<file path="src/rtl/fetch_if.sv">
// fetch_if: hazard/redirect controls, instruction-memory link and IF/ID outputs of the fetch stage.
interface fetch_if;
   logic        stall;
   logic        flush;
   logic        redirect;
   logic [31:0] redirect_pc;
   logic [31:0] address;
   logic [31:0] instruction;
   logic [31:0] ifid_instruction;
   logic [31:0] ifid_pc;
   logic [31:0] ifid_pc_plus4;
   logic        ifid_valid;
   logic        fetch_misalign;
   logic        fetch_halted;
   modport master (
      output stall, flush, redirect, redirect_pc, instruction,
      input  address, ifid_instruction, ifid_pc, ifid_pc_plus4, ifid_valid,
             fetch_misalign, fetch_halted
   );
   modport slave (
      input  stall, flush, redirect, redirect_pc, instruction,
      output address, ifid_instruction, ifid_pc, ifid_pc_plus4, ifid_valid,
             fetch_misalign, fetch_halted
   );
endinterface

</file>
<file path="src/rtl/fetch_stage.sv">
// fetch_stage: PC register, IF/ID pipeline register and RUN/HALT fetch FSM.
module fetch_stage #(
   parameter logic [31:0] RESET_PC  = 32'h0000_0000,
   parameter int          MEM_BYTES = 1024,
   parameter logic [31:0] NOP_WORD  = 32'h0000_0000
) (
   input logic     clk,
   input logic     rst_n,
   fetch_if.slave  fe_io
);
   typedef enum logic {RUN, HALT} state_t;
   state_t      state_q, state_d;
   logic [31:0] pc_q, pc_d, ins_q, ins_d, ipc_q, ipc_d, ip4_q, ip4_d;
   logic        valid_q, valid_d, mis_q, mis_d;
   logic [31:0] pc_plus4;
   logic        out_of_range;
   assign pc_plus4     = pc_q + 32'd4;
   assign out_of_range = ({1'b0, pc_q} + 33'd3) >= 33'(MEM_BYTES);
   always_ff @(posedge clk or negedge rst_n) begin
      if (!rst_n) begin
         state_q <= RUN;
         pc_q    <= RESET_PC;
         ins_q   <= NOP_WORD;
         ipc_q   <= 32'd0;
         ip4_q   <= 32'd0;
         valid_q <= 1'b0;
         mis_q   <= 1'b0;
      end else begin
         state_q <= state_d;
         pc_q    <= pc_d;
         ins_q   <= ins_d;
         ipc_q   <= ipc_d;
         ip4_q   <= ip4_d;
         valid_q <= valid_d;
         mis_q   <= mis_d;
      end
   end
   // Bubbles only replace the word and valid bit; the PC fields keep their last values.
   always_comb begin
      state_d = state_q;
      pc_d    = pc_q;
      ins_d   = ins_q;
      ipc_d   = ipc_q;
      ip4_d   = ip4_q;
      valid_d = valid_q;
      mis_d   = 1'b0;
      if (fe_io.redirect) begin
         pc_d    = {fe_io.redirect_pc[31:2], 2'b00};
         mis_d   = |fe_io.redirect_pc[1:0];
         state_d = RUN;
         ins_d   = NOP_WORD;
         valid_d = 1'b0;
      end else if (state_q == HALT || out_of_range) begin
         state_d = HALT;
         ins_d   = NOP_WORD;
         valid_d = 1'b0;
      end else if (fe_io.flush) begin
         pc_d    = fe_io.stall ? pc_q : pc_plus4;
         ins_d   = NOP_WORD;
         valid_d = 1'b0;
      end else if (!fe_io.stall) begin
         pc_d    = pc_plus4;
         ins_d   = fe_io.instruction;
         ipc_d   = pc_q;
         ip4_d   = pc_plus4;
         valid_d = 1'b1;
      end
   end
   assign fe_io.address          = pc_q;
   assign fe_io.ifid_instruction = ins_q;
   assign fe_io.ifid_pc          = ipc_q;
   assign fe_io.ifid_pc_plus4    = ip4_q;
   assign fe_io.ifid_valid       = valid_q;
   assign fe_io.fetch_misalign   = mis_q;
   assign fe_io.fetch_halted     = (state_q == HALT);
endmodule

</file>
<file path="src/flat_wrapper.sv">
// flat-port wrapper written by rule: the top's interface ports become plain ports
module fetch_stage_flat 
#(
   parameter logic [31:0] RESET_PC  = 32'h0000_0000,
   parameter int          MEM_BYTES = 1024,
   parameter logic [31:0] NOP_WORD  = 32'h0000_0000
)
  (clk, rst_n, fe_io_stall, fe_io_flush, fe_io_redirect, fe_io_redirect_pc, fe_io_instruction, fe_io_address, fe_io_ifid_instruction, fe_io_ifid_pc, fe_io_ifid_pc_plus4, fe_io_ifid_valid, fe_io_fetch_misalign, fe_io_fetch_halted);
  fetch_if fe_io_i ();
  input logic clk;
  input logic rst_n;
  input wire logic [$bits(fe_io_i.stall)-1:0] fe_io_stall;
  input wire logic [$bits(fe_io_i.flush)-1:0] fe_io_flush;
  input wire logic [$bits(fe_io_i.redirect)-1:0] fe_io_redirect;
  input wire logic [$bits(fe_io_i.redirect_pc)-1:0] fe_io_redirect_pc;
  input wire logic [$bits(fe_io_i.instruction)-1:0] fe_io_instruction;
  output wire logic [$bits(fe_io_i.address)-1:0] fe_io_address;
  output wire logic [$bits(fe_io_i.ifid_instruction)-1:0] fe_io_ifid_instruction;
  output wire logic [$bits(fe_io_i.ifid_pc)-1:0] fe_io_ifid_pc;
  output wire logic [$bits(fe_io_i.ifid_pc_plus4)-1:0] fe_io_ifid_pc_plus4;
  output wire logic [$bits(fe_io_i.ifid_valid)-1:0] fe_io_ifid_valid;
  output wire logic [$bits(fe_io_i.fetch_misalign)-1:0] fe_io_fetch_misalign;
  output wire logic [$bits(fe_io_i.fetch_halted)-1:0] fe_io_fetch_halted;
  assign fe_io_i.stall = fe_io_stall;
  assign fe_io_i.flush = fe_io_flush;
  assign fe_io_i.redirect = fe_io_redirect;
  assign fe_io_i.redirect_pc = fe_io_redirect_pc;
  assign fe_io_i.instruction = fe_io_instruction;
  assign fe_io_address = fe_io_i.address;
  assign fe_io_ifid_instruction = fe_io_i.ifid_instruction;
  assign fe_io_ifid_pc = fe_io_i.ifid_pc;
  assign fe_io_ifid_pc_plus4 = fe_io_i.ifid_pc_plus4;
  assign fe_io_ifid_valid = fe_io_i.ifid_valid;
  assign fe_io_fetch_misalign = fe_io_i.fetch_misalign;
  assign fe_io_fetch_halted = fe_io_i.fetch_halted;
  fetch_stage #(.RESET_PC(RESET_PC), .MEM_BYTES(MEM_BYTES), .NOP_WORD(NOP_WORD)) u_core (.clk(clk), .rst_n(rst_n), .fe_io(fe_io_i));
endmodule
</file>
<file path="config.mk">
export PLATFORM = sky130hd
export DESIGN_NAME = fetch_stage_flat
export DESIGN_NICKNAME = d
export VERILOG_FILES = /design/src/rtl/fetch_if.sv /design/src/rtl/fetch_stage.sv /design/src/flat_wrapper.sv
export SDC_FILE = /design/constraint.sdc
export NUM_CORES = 1
export LEC_CHECK = 0
export CAP_MARGIN = 20
export CORE_MARGIN = 2
export CORE_UTILIZATION = 39
export CTS_CLUSTER_DIAMETER = 80
export DETAILED_ROUTE_END_ITERATION = 7
export PLACE_DENSITY_LB_ADDON = 0.3
export SETUP_SLACK_MARGIN = 0.3
export SLEW_MARGIN = 20
export SYNTH_ARGS = -nofsm -noshare
export SYNTH_HDL_FRONTEND = slang
export SYNTH_SLANG_ARGS = --single-unit
</file>
<file path="constraint.sdc">
create_clock -name clk -period 1.9 [get_ports clk]
set_input_delay 0.19 -clock clk [delete_from_list [all_inputs] [get_ports clk]]
set_output_delay 0.19 -clock clk [all_outputs]
set_load 0.05 [all_outputs]
</file>
# Word-level counts from Yosys, hierarchy flattened
# Cells that the tools add are included.
[totals]
register_bits = 131
inputBits = 69
out_inout_bits = 131
wordCells = 36
[op_classes]
addsub = 2
magnitude_cmp = 1
eq_ne = 3
mux = 14
n_bitwise = 4
n_reduce_logical = 5
[op_table]
columns = ["op", "count"]
rows = [
  ["32-bit 2-to-1 mux", 7],
  ["32-bit by 2-bit adder with 33-bit output (second input constant)", 1],
  ["33-bit by 11-bit greater-or-equal comparator with 1-bit output (second input constant)", 1],
  ["32-bit by 3-bit adder with 32-bit output (second input constant)", 1],
  ["1-bit 2-to-1 mux", 7],
  ["4-bit by 1-bit inequality test with 1-bit output (second input constant)", 1],
  ["1-bit NOT", 4],
  ["4-bit AND reduction", 1],
  ["2-bit by 1-bit inequality test with 1-bit output (second input constant)", 1],
  ["2-bit inequality test (second input constant)", 1],
  ["2-bit AND reduction", 1],
  ["2-bit nonzero test", 1],
  ["2-bit OR reduction", 1],
  ["1-bit logical OR", 1],
]

# Longest topological paths before layout
# Gate-level depths: netlist of run 1.
[depth]
word_depth = 5
depth_mapped = 6
mapped_depth_nobuf = 4

# Worst setup path before layout of run 1
# OpenSTA, ideal clock, no wires.
[synth_path]
path_type = "reg2reg"
from = "register u_core.pc_q[26], in the netlist u_core.fe_io.address[26]"
to = "register u_core.ipc_q[2], in the netlist u_core.fe_io.ifid_pc[2]"
t_arrival_ps = 2025
required_time_ps = 1775
setup_slack_ps = -250
stages_incl_launch_ff = 7
n_path_buf = 2
period_less_slack_ps = 2150
path_cell_list = "dfrtp_1 nor4_4 nand2_2 or3_1 buf_6 buf_12 mux2_4"
[synth_via]
elab_chain_len = 5
[synth_rtl]
columns = ["item", "line", "rtl"]
rows = [
  ["start, declared", "fetch_stage.sv:13", "logic [31:0] pc_q, pc_d, ins_q, ins_d, ipc_q, ipc_d, ip4_q, ip4_d;"],
  ["start signal, assigned", "fetch_stage.sv:30", "pc_q <= pc_d;"],
  ["32-bit by 2-bit adder with 33-bit output", "fetch_stage.sv:18", "assign out_of_range = ({1'b0, pc_q} + 33'd3) >= 33'(MEM_BYTES);"],
  ["33-bit by 11-bit greater-or-equal comparator with 1-bit output", "fetch_stage.sv:18", ""],
  ["1-bit logical OR", "fetch_stage.sv:53", "end else if (state_q == HALT || out_of_range) begin"],
  ["1-bit NOT (no line)", "n/a", ""],
  ["4-bit AND reduction (no line)", "n/a", ""],
  ["end signal, assigned", "fetch_stage.sv:32", "ipc_q <= ipc_d;"],
  ["end, declared", "fetch_stage.sv:13", ""],
]
# Every way passes these cells.
# A chain may end at the register's enable or synchronous reset.

# Worst setup path after layout of run 1
[layout_path]
from = "register u_core.pc_q[30], in the netlist u_core.fe_io.address[30]"
to = "register u_core.ip4_q[5], in the netlist u_core.fe_io.ifid_pc_plus4[5]"
[layout_via]
elab_chain_len = 5
[layout_rtl]
columns = ["item", "line", "rtl"]
rows = [
  ["32-bit by 2-bit adder with 33-bit output", "fetch_stage.sv:18", ""],
  ["33-bit by 11-bit greater-or-equal comparator with 1-bit output", "fetch_stage.sv:18", ""],
  ["1-bit logical OR", "fetch_stage.sv:53", ""],
  ["1-bit NOT (no line)", "n/a", ""],
  ["4-bit AND reduction (no line)", "n/a", ""],
  ["end signal, assigned", "fetch_stage.sv:33", "ip4_q <= ip4_d;"],
  ["end, declared", "fetch_stage.sv:13", ""],
]
# Every way passes these cells.

==> flow_summary.yaml, run 1 <==
global_route:
  grt_pass1_vias: 3978
  gr-total-overflow: 0
  track_usage_pct: 20.1
  grt_pass1_wl_um: 21700
  grt_max_degree: 53
  antenna_found_initial: 0
clock_network:
  clkTransAtPathRegs_ns: 0.06
  cts_tree: "yes"
  cts_made_buffers: 17
  clockRootBuffer: "clkbuf_16"
  insertion_delay_ns: 0.41
  htreeDepth: 4
  clock-sinks: 125
  clockBufferDepth: 2
floorplanning:
  pin_count: 200
  die_h_um: 117
  dieWidth_um: 117
  dieArea_um2: 13800
  fp-row-count: 41
  core_um2: 12600
  initial_core_util_pct: 39.9
power_and_ir_drop:
  comb_power_share_pct: 12.3
  clockPowerShare_pct: 47.3
  seqPwrFrac_pct: 40.4
  p_total_mw: 6.99
  total_leakage_power_nw: 4.22
  intPower_mw: 5.24
  peakVddDrop_uv: 590
  powerDensity_nw_per_um2: 855
  switchingPower_mw: 1.75
  p_sw_share_pct: 25.1
synth:
  ys_ff_latch: 125
  yosysSeqAreaShare_pct: 62.5
  synth-edff-count: 0
  synth_top_cell_by_area: "dfrtp_1"
  synth_most_common_cell: "dfrtp_1"
  synthFlopType: "dfrtp_1"
  syn-instance-count: 379
  synthTopCellsByArea: "dfrtp_1 (62%), mux2i_1 (6.4%), and2_1 (5.4%)"
  synth_area_um2: 5010
  yosys-top-cells-count: "dfrtp_1 (125), nor2_1 (44), and2_1 (43)"
  synth_cell_types: 38
  ys_async_sr_fraction_pct: 100
  ys.warnings.count: 0
  avgSynthCellArea_um2: 13.2
  synth_top_area_share_pct: 62.5
sta:
  clock_skew_ns: 0.00814
  period_needed_ns: 1.97
  timing.fmax_ghz: 0.508
  setup_slack_ns: -0.0702
  hold_violations: 0
  slew_headroom_pct: 62.7
  whs_ns: 0.193
  fin_setup_tns_ns: -2.65
  setup_violations: 63
  period_share_pct: 104
  tightest_slew_ns: 0.559
  rsz0062_at_grt: "true"
  final_max_slew_viol_count: 0
routing:
  vias: 3821
  post_drt_wl_per_cell_um: 17.2
  wirelength_um: 13700
  dr.first_iter.drc_count: 178
  remaining_drc_errors: 0
  ant_nets: 0
  dr.pass1.iters: 4
  vias_per_cell: 4.80
final_layout:
  fillers: 1007
  fin_cells: 796
  fin_nets: 681
  area_delta_synth_final_pct: 63.2
  drive_gt1_share_pct: 34.5
  multi_input_area_um2: 1890
  fin_area_um2: 8170
  diodes: 0
  final_util_pct: 65.0
  register_area_um2: 3160
placed_design:
  place_ws_ns: -0.284
  portBuffers: 193
  dpl_cell_area_um2: 7330
  gp_congestion: 0.770
  place_inst: 749
  hpwl_um: 9330
setup_path:
  crit_chain: "nor4_4, nand4_1, or3_4, clkbuf_16, mux2_4"
  cp.depth: 5
  critPathMaxStageDelay_ns: 0.45
  cp.arrival_ns: 2.26
  path_buf_inv: 1
  startpoint_type: "flop"
  required_ns: 2.19
  critical-path-top-delay-family: "simple AND/OR/NAND/NOR gates"
  r2r_cells: 5
  critPathCaptureType: "flop"
  critPathKind: "flop to flop"
  crit_slowest_cell: "or3_4"
  path_max_fanout: 6
run_status:
  outcome: "finished with violations"
  violations: "negative setup slack"
hold_path:
  min_path_cells: 4
  hold_path_class: "primary input to flop"
run:
  max-cap-violations: 0
==> sequential cells by signal (all words and copies together) (netlist names) <==
name and flops:
u_core.fe_io.ifid_pc 30, u_core.fe_io.ifid_pc_plus4 30, u_core.fe_io.ifid_instruction 32, u_core.fe_io.address 30
u_core.fe_io.ifid_valid 1, u_core.fe_io.fetch_misalign 1, u_core.fe_io.fetch_halted 1
==> placed cells by master (no fill, tap or decap), types with 2 or more instances in the layout <==
| cell | count |
|---|---|
| nor2_1 | 38 |
| nand2_1 | 4 |
| mux2i_1 | 32 |
| bufinv_16 | 3 |
| dfrtp_1 | 100 |
| nand4_1 | 3 |
| buf_12 | 6 |
| o31ai_1 | 5 |
| xor2_1 | 2 |
| clkbuf_1 | 3 |
| nand3_1 | 6 |
| nor4_4 | 4 |
| xnor2_1 | 5 |
| clkbuf_8 | 2 |
| and2_1 | 9 |
| a31oi_1 | 6 |
| and2_4 | 34 |
| clkdlybuf4s15_1 | 4 |
| buf_4 | 33 |
| conb_1 | 6 |
| inv_1 | 4 |
| clkinv_4 | 3 |
| clkbuf_16 | 20 |
| or4_1 | 7 |
| o211ai_1 | 2 |
| dlygate4sd2_1 | 97 |
| buf_6 | 6 |
| clkdlybuf4s50_1 | 66 |
| nor2_2 | 6 |
| clkdlybuf4s15_2 | 14 |
| dfrtp_2 | 25 |
| mux2_4 | 16 |
| mux2_2 | 21 |
| clkinv_2 | 3 |
| clkbuf_2 | 7 |
==> power groups by stage <==
| stage | clock network, mW | logic [mW] | registers [mW] |
|---|---|---|---|
| floorplan | 0 | 0.224 | 3.08 |
| global placement | 0 | 0.869 | 2.86 |
| detailed placement | 0 | 0.882 | 2.86 |
| CTS | 3.36 | 0.868 | 2.82 |
| global route | 3.48 | 0.915 | 2.84 |
| finish | 3.31 | 0.860 | 2.83 |
==> metal layers <==
layer	vias up	part of all wire (%)	GRT usage (%)	wire, µm
met1	1918	42	25.5	5720
met4	0	1.7	7.23	234
met5	-	0	0	0
li1	1748	-	-	-
met2	137	51	33.3	6930
met3	18	5.6	5.16	768
==> kinds of logic (layout without fill, tap and decap cells) <==
kind of cell               count (synthesis)  in the layout  share of synthesized area (%)
DFF                                      125            125                           62.5
buffers and inverters                     35            275                           3.77
other                                      1              6                         0.0749
muxes                                     69             69                           15.9
and+or+nand+nor                          122            122                           13.7
adders and majority gates                  1              1                          0.250
AOI/OAI and AO/OA                         19             19                           2.62
xor gates and xnor gates                   7              7                           1.22
==> layout make-up <==
cell class | count | share of cell area (%)
Clock buffer | 22 | 5.68
Timing Repair Buffer | 239 | 28.1
Sequential cell | 125 | 38.6
Clock inverter | 10 | 1.70
Multi-Input combinational cell | 224 | 23.1
Inverter | 4 | 0.184
Tap cell | 172 | 2.63
==> worst reg2reg max path, delay by kind of cell, from the launching register on <==
| family | cells | cell delay, ns |
|---|---|---|
| buffers and inverters | 1 | 0.20 |
| AND/OR/NAND/NOR | 3 | 0.93 |
| flip-flops | 1 | 0.42 |
| multiplexers | 1 | 0.30 |
==> timing repair <==
| item | 4_1_cts | 5_1_grt |
|---|---|---|
| gates resized for setup | 173 | 57 |
| pin swaps | 14 | 17 |
| gates cloned | 1 | 4 |
| hold buffers | 1 | 0 |
| setup buffers | 6 | 3 |
| endpoints found under the setup margin | 224 | 109 |
| endpoints found under the hold margin | 34 | 0 |
==> path summary, 6_finish.rpt <==
path                                                 from                              to  slack, ns
setup reg to reg                 u_core.fe_io.address[30]   u_core.fe_io.ifid_pc_plus4[5]      -0.07
min in group asynchronous                           rst_n        u_core.fe_io.ifid_pc[25]       0.29
hold reg to reg            u_core.fe_io.ifid_pc_plus4[11]  u_core.fe_io.ifid_pc_plus4[11]       0.48
setup / recovery                 u_core.fe_io.address[30]   u_core.fe_io.ifid_pc_plus4[5]      -0.07
hold / removal                                fe_io_stall   u_core.fe_io.ifid_pc_plus4[2]       0.19
max in group asynchronous                           rst_n        u_core.fe_io.address[26]       0.95
Power figures use the tool's default switching activity.
==> run 2, diff against run 1 <==
==> constraint.sdc (replaced) <==
create_clock -name clk -period 1.8 [get_ports clk]
set_input_delay 0.18 -clock clk [delete_from_list [all_inputs] [get_ports clk]]
set_output_delay 0.18 -clock clk [all_outputs]
set_load 0.05 [all_outputs]
==> flow_summary.yaml, run 2 (synthesis results as in run 1) <==
global_route:
  grt_pass1_wl_um: 20800
  antenna_found_initial: 0
  grt_pass1_vias: 3870
  track_usage_pct: 19.1
  grt_max_degree: 70
  gr-total-overflow: 0
routing:
  dr.pass1.iters: 4
  post_drt_wl_per_cell_um: 16.4
  vias_per_cell: 4.69
  dr.first_iter.drc_count: 161
  wirelength_um: 13100
  remaining_drc_errors: 0
  ant_nets: 0
  vias: 3744
setup_path:
  crit_slowest_cell: "or3_4"
  r2r_cells: 6
  critPathKind: "flop to flop"
  critPathCaptureType: "flop"
  startpoint_type: "flop"
  critPathMaxStageDelay_ns: 0.45
  cp.arrival_ns: 2.27
  path_max_fanout: 10
  crit_chain: "nor4_4, nand4_1, or3_4, buf_12, clkbuf_16, and2_4"
  required_ns: 2.10
final_layout:
  area_delta_synth_final_pct: 63.9
  diodes: 0
  fillers: 967
  layout.cells.most_common: "dfrtp_1"
  fin_cells: 799
  register_area_um2: 3160
  final_cell_mix: "dfrtp_1 (100), clkdlybuf4s50_1 (66), clkdlybuf4s15_1 (57)"
  fin_nets: 684
  final_util_pct: 65.3
  multi_input_area_um2: 1880
  largest_register_ffs: 32
  drive_gt1_share_pct: 38.4
sta:
  tightest_slew_ns: 0.550
  setup_violations: 94
  clock_skew_ns: 0.00652
  whs_ns: 0.112
  final_max_slew_viol_count: 0
  period_needed_ns: 1.97
  slew_headroom_pct: 63.3
  timing.fmax_ghz: 0.507
  rsz0062_at_grt: "true"
  period_share_pct: 110
  hold_violations: 0
  setup_slack_ns: -0.172
floorplanning:
  core_um2: 12600
  die_h_um: 117
  dieArea_um2: 13800
  pin_count: 200
  initial_core_util_pct: 39.9
  dieWidth_um: 117
  fp-row-count: 41
clock_network:
  clkTransAtPathRegs_ns: 0.06
  clockBufferDepth: 2
  cts_tree: "yes"
  insertion_delay_ns: 0.41
  cts_made_buffers: 17
  htreeDepth: 4
  clock-sinks: 125
  clockRootBuffer: "clkbuf_16"
run:
  max-cap-violations: 0
placed_design:
  place_inst: 754
  portBuffers: 193
  hpwl_um: 8940
  gp_congestion: 0.769
  place_ws_ns: -0.359
power_and_ir_drop:
  total_leakage_power_nw: 3.99
  powerDensity_nw_per_um2: 877
  peakVddDrop_uv: 646
run_status:
  outcome: "finished with violations"
  violations: "negative setup slack"
hold_path:
  hold_path_class: "primary input to async pin"
## run 2: final timing paths
check,slack (ns),startpoint,endpoint
worst max-delay path,-0.17,u_core.fe_io.address[12],u_core.fe_io.ifid_pc_plus4[25]
worst min-delay path,0.11,rst_n,u_core.fe_io.ifid_pc[27]
worst max register to register,-0.17,u_core.fe_io.address[12],u_core.fe_io.ifid_pc_plus4[25]
worst min register to register,0.49,u_core.fe_io.ifid_pc[21],u_core.fe_io.ifid_pc[21]
max in group asynchronous,1.11,rst_n,u_core.fe_io.address[8]
min in group clk,0.17,fe_io_stall,u_core.fe_io.ifid_pc_plus4[2]
## run 2: where the power goes
| group | internal, mW | total (mW) | switching, mW | leakage (nW) |
|---|---|---|---|---|
| Combinational | 0.409 | 0.929 | 0.520 | 2.07 |
| Clock | 1.94 | 3.30 | 1.35 | 0.278 |
| Sequential | 2.89 | 2.97 | 0.0815 | 1.65 |
## run 2: area by class of cell
cell class	count	area share [%]
clock buffers	17	5.18
well taps	172	2.62
repair buffers	242	28.8
multi-input cells	224	22.9
inverters	4	0.183
flip-flops and latches	125	38.5
clock inverters	15	1.86
## run 2: metrics by stage
step	setup TNS, ns	cell area (µm²)	total power [mW]
2_1_floorplan	-10.13	5120	3.49
6_report	-11.36	8210	7.20
3_5_place_dp	-28.53	7320	3.95
5_1_grt	-21.09	8210	7.49
3_3_place_gp	-26.95	7320	3.93
4_1_cts	-11.54	7930	7.28
## run 2: per-layer routing
metal | vias up | GRT usage (%) | wire [µm]
met4 | 0 | 6.02 | 231
met3 | 14 | 5.64 | 720
li1 | 1768 | - | -
met2 | 121 | 31.5 | 6590
met5 | - | 0 | 0
met1 | 1841 | 24.3 | 5590
## run 2: what timing repair did
item                                    4_1_cts  5_1_grt
hold buffers                                  1        0
pin swaps                                    10        4
resized for setup                           155      121
hold endpoints to repair                    125        0
cloned                                        1        5
endpoints found under the setup margin      206      165
buffers inserted                              4        2
## run 2: critical path: cells and delay by family (launching register included)
| family | cells | cell delay (ns) |
|---|---|---|
| buf+inv | 2 | 0.35 |
| flops | 1 | 0.42 |
| simple gates | 4 | 1.09 |
==> run 3, diff against run 2 <==
--- a/config.mk
+++ b/config.mk
@@ -12,7 +12,6 @@
 export DETAILED_ROUTE_END_ITERATION = 7
 export PLACE_DENSITY_LB_ADDON = 0.3
 export SETUP_SLACK_MARGIN = 0.3
-export SLEW_MARGIN = 20
 export SYNTH_ARGS = -nofsm -noshare
 export SYNTH_HDL_FRONTEND = slang
 export SYNTH_SLANG_ARGS = --single-unit
==> results of run 3 <==
Final layout, timing and power as in run 2 (identical DEF).
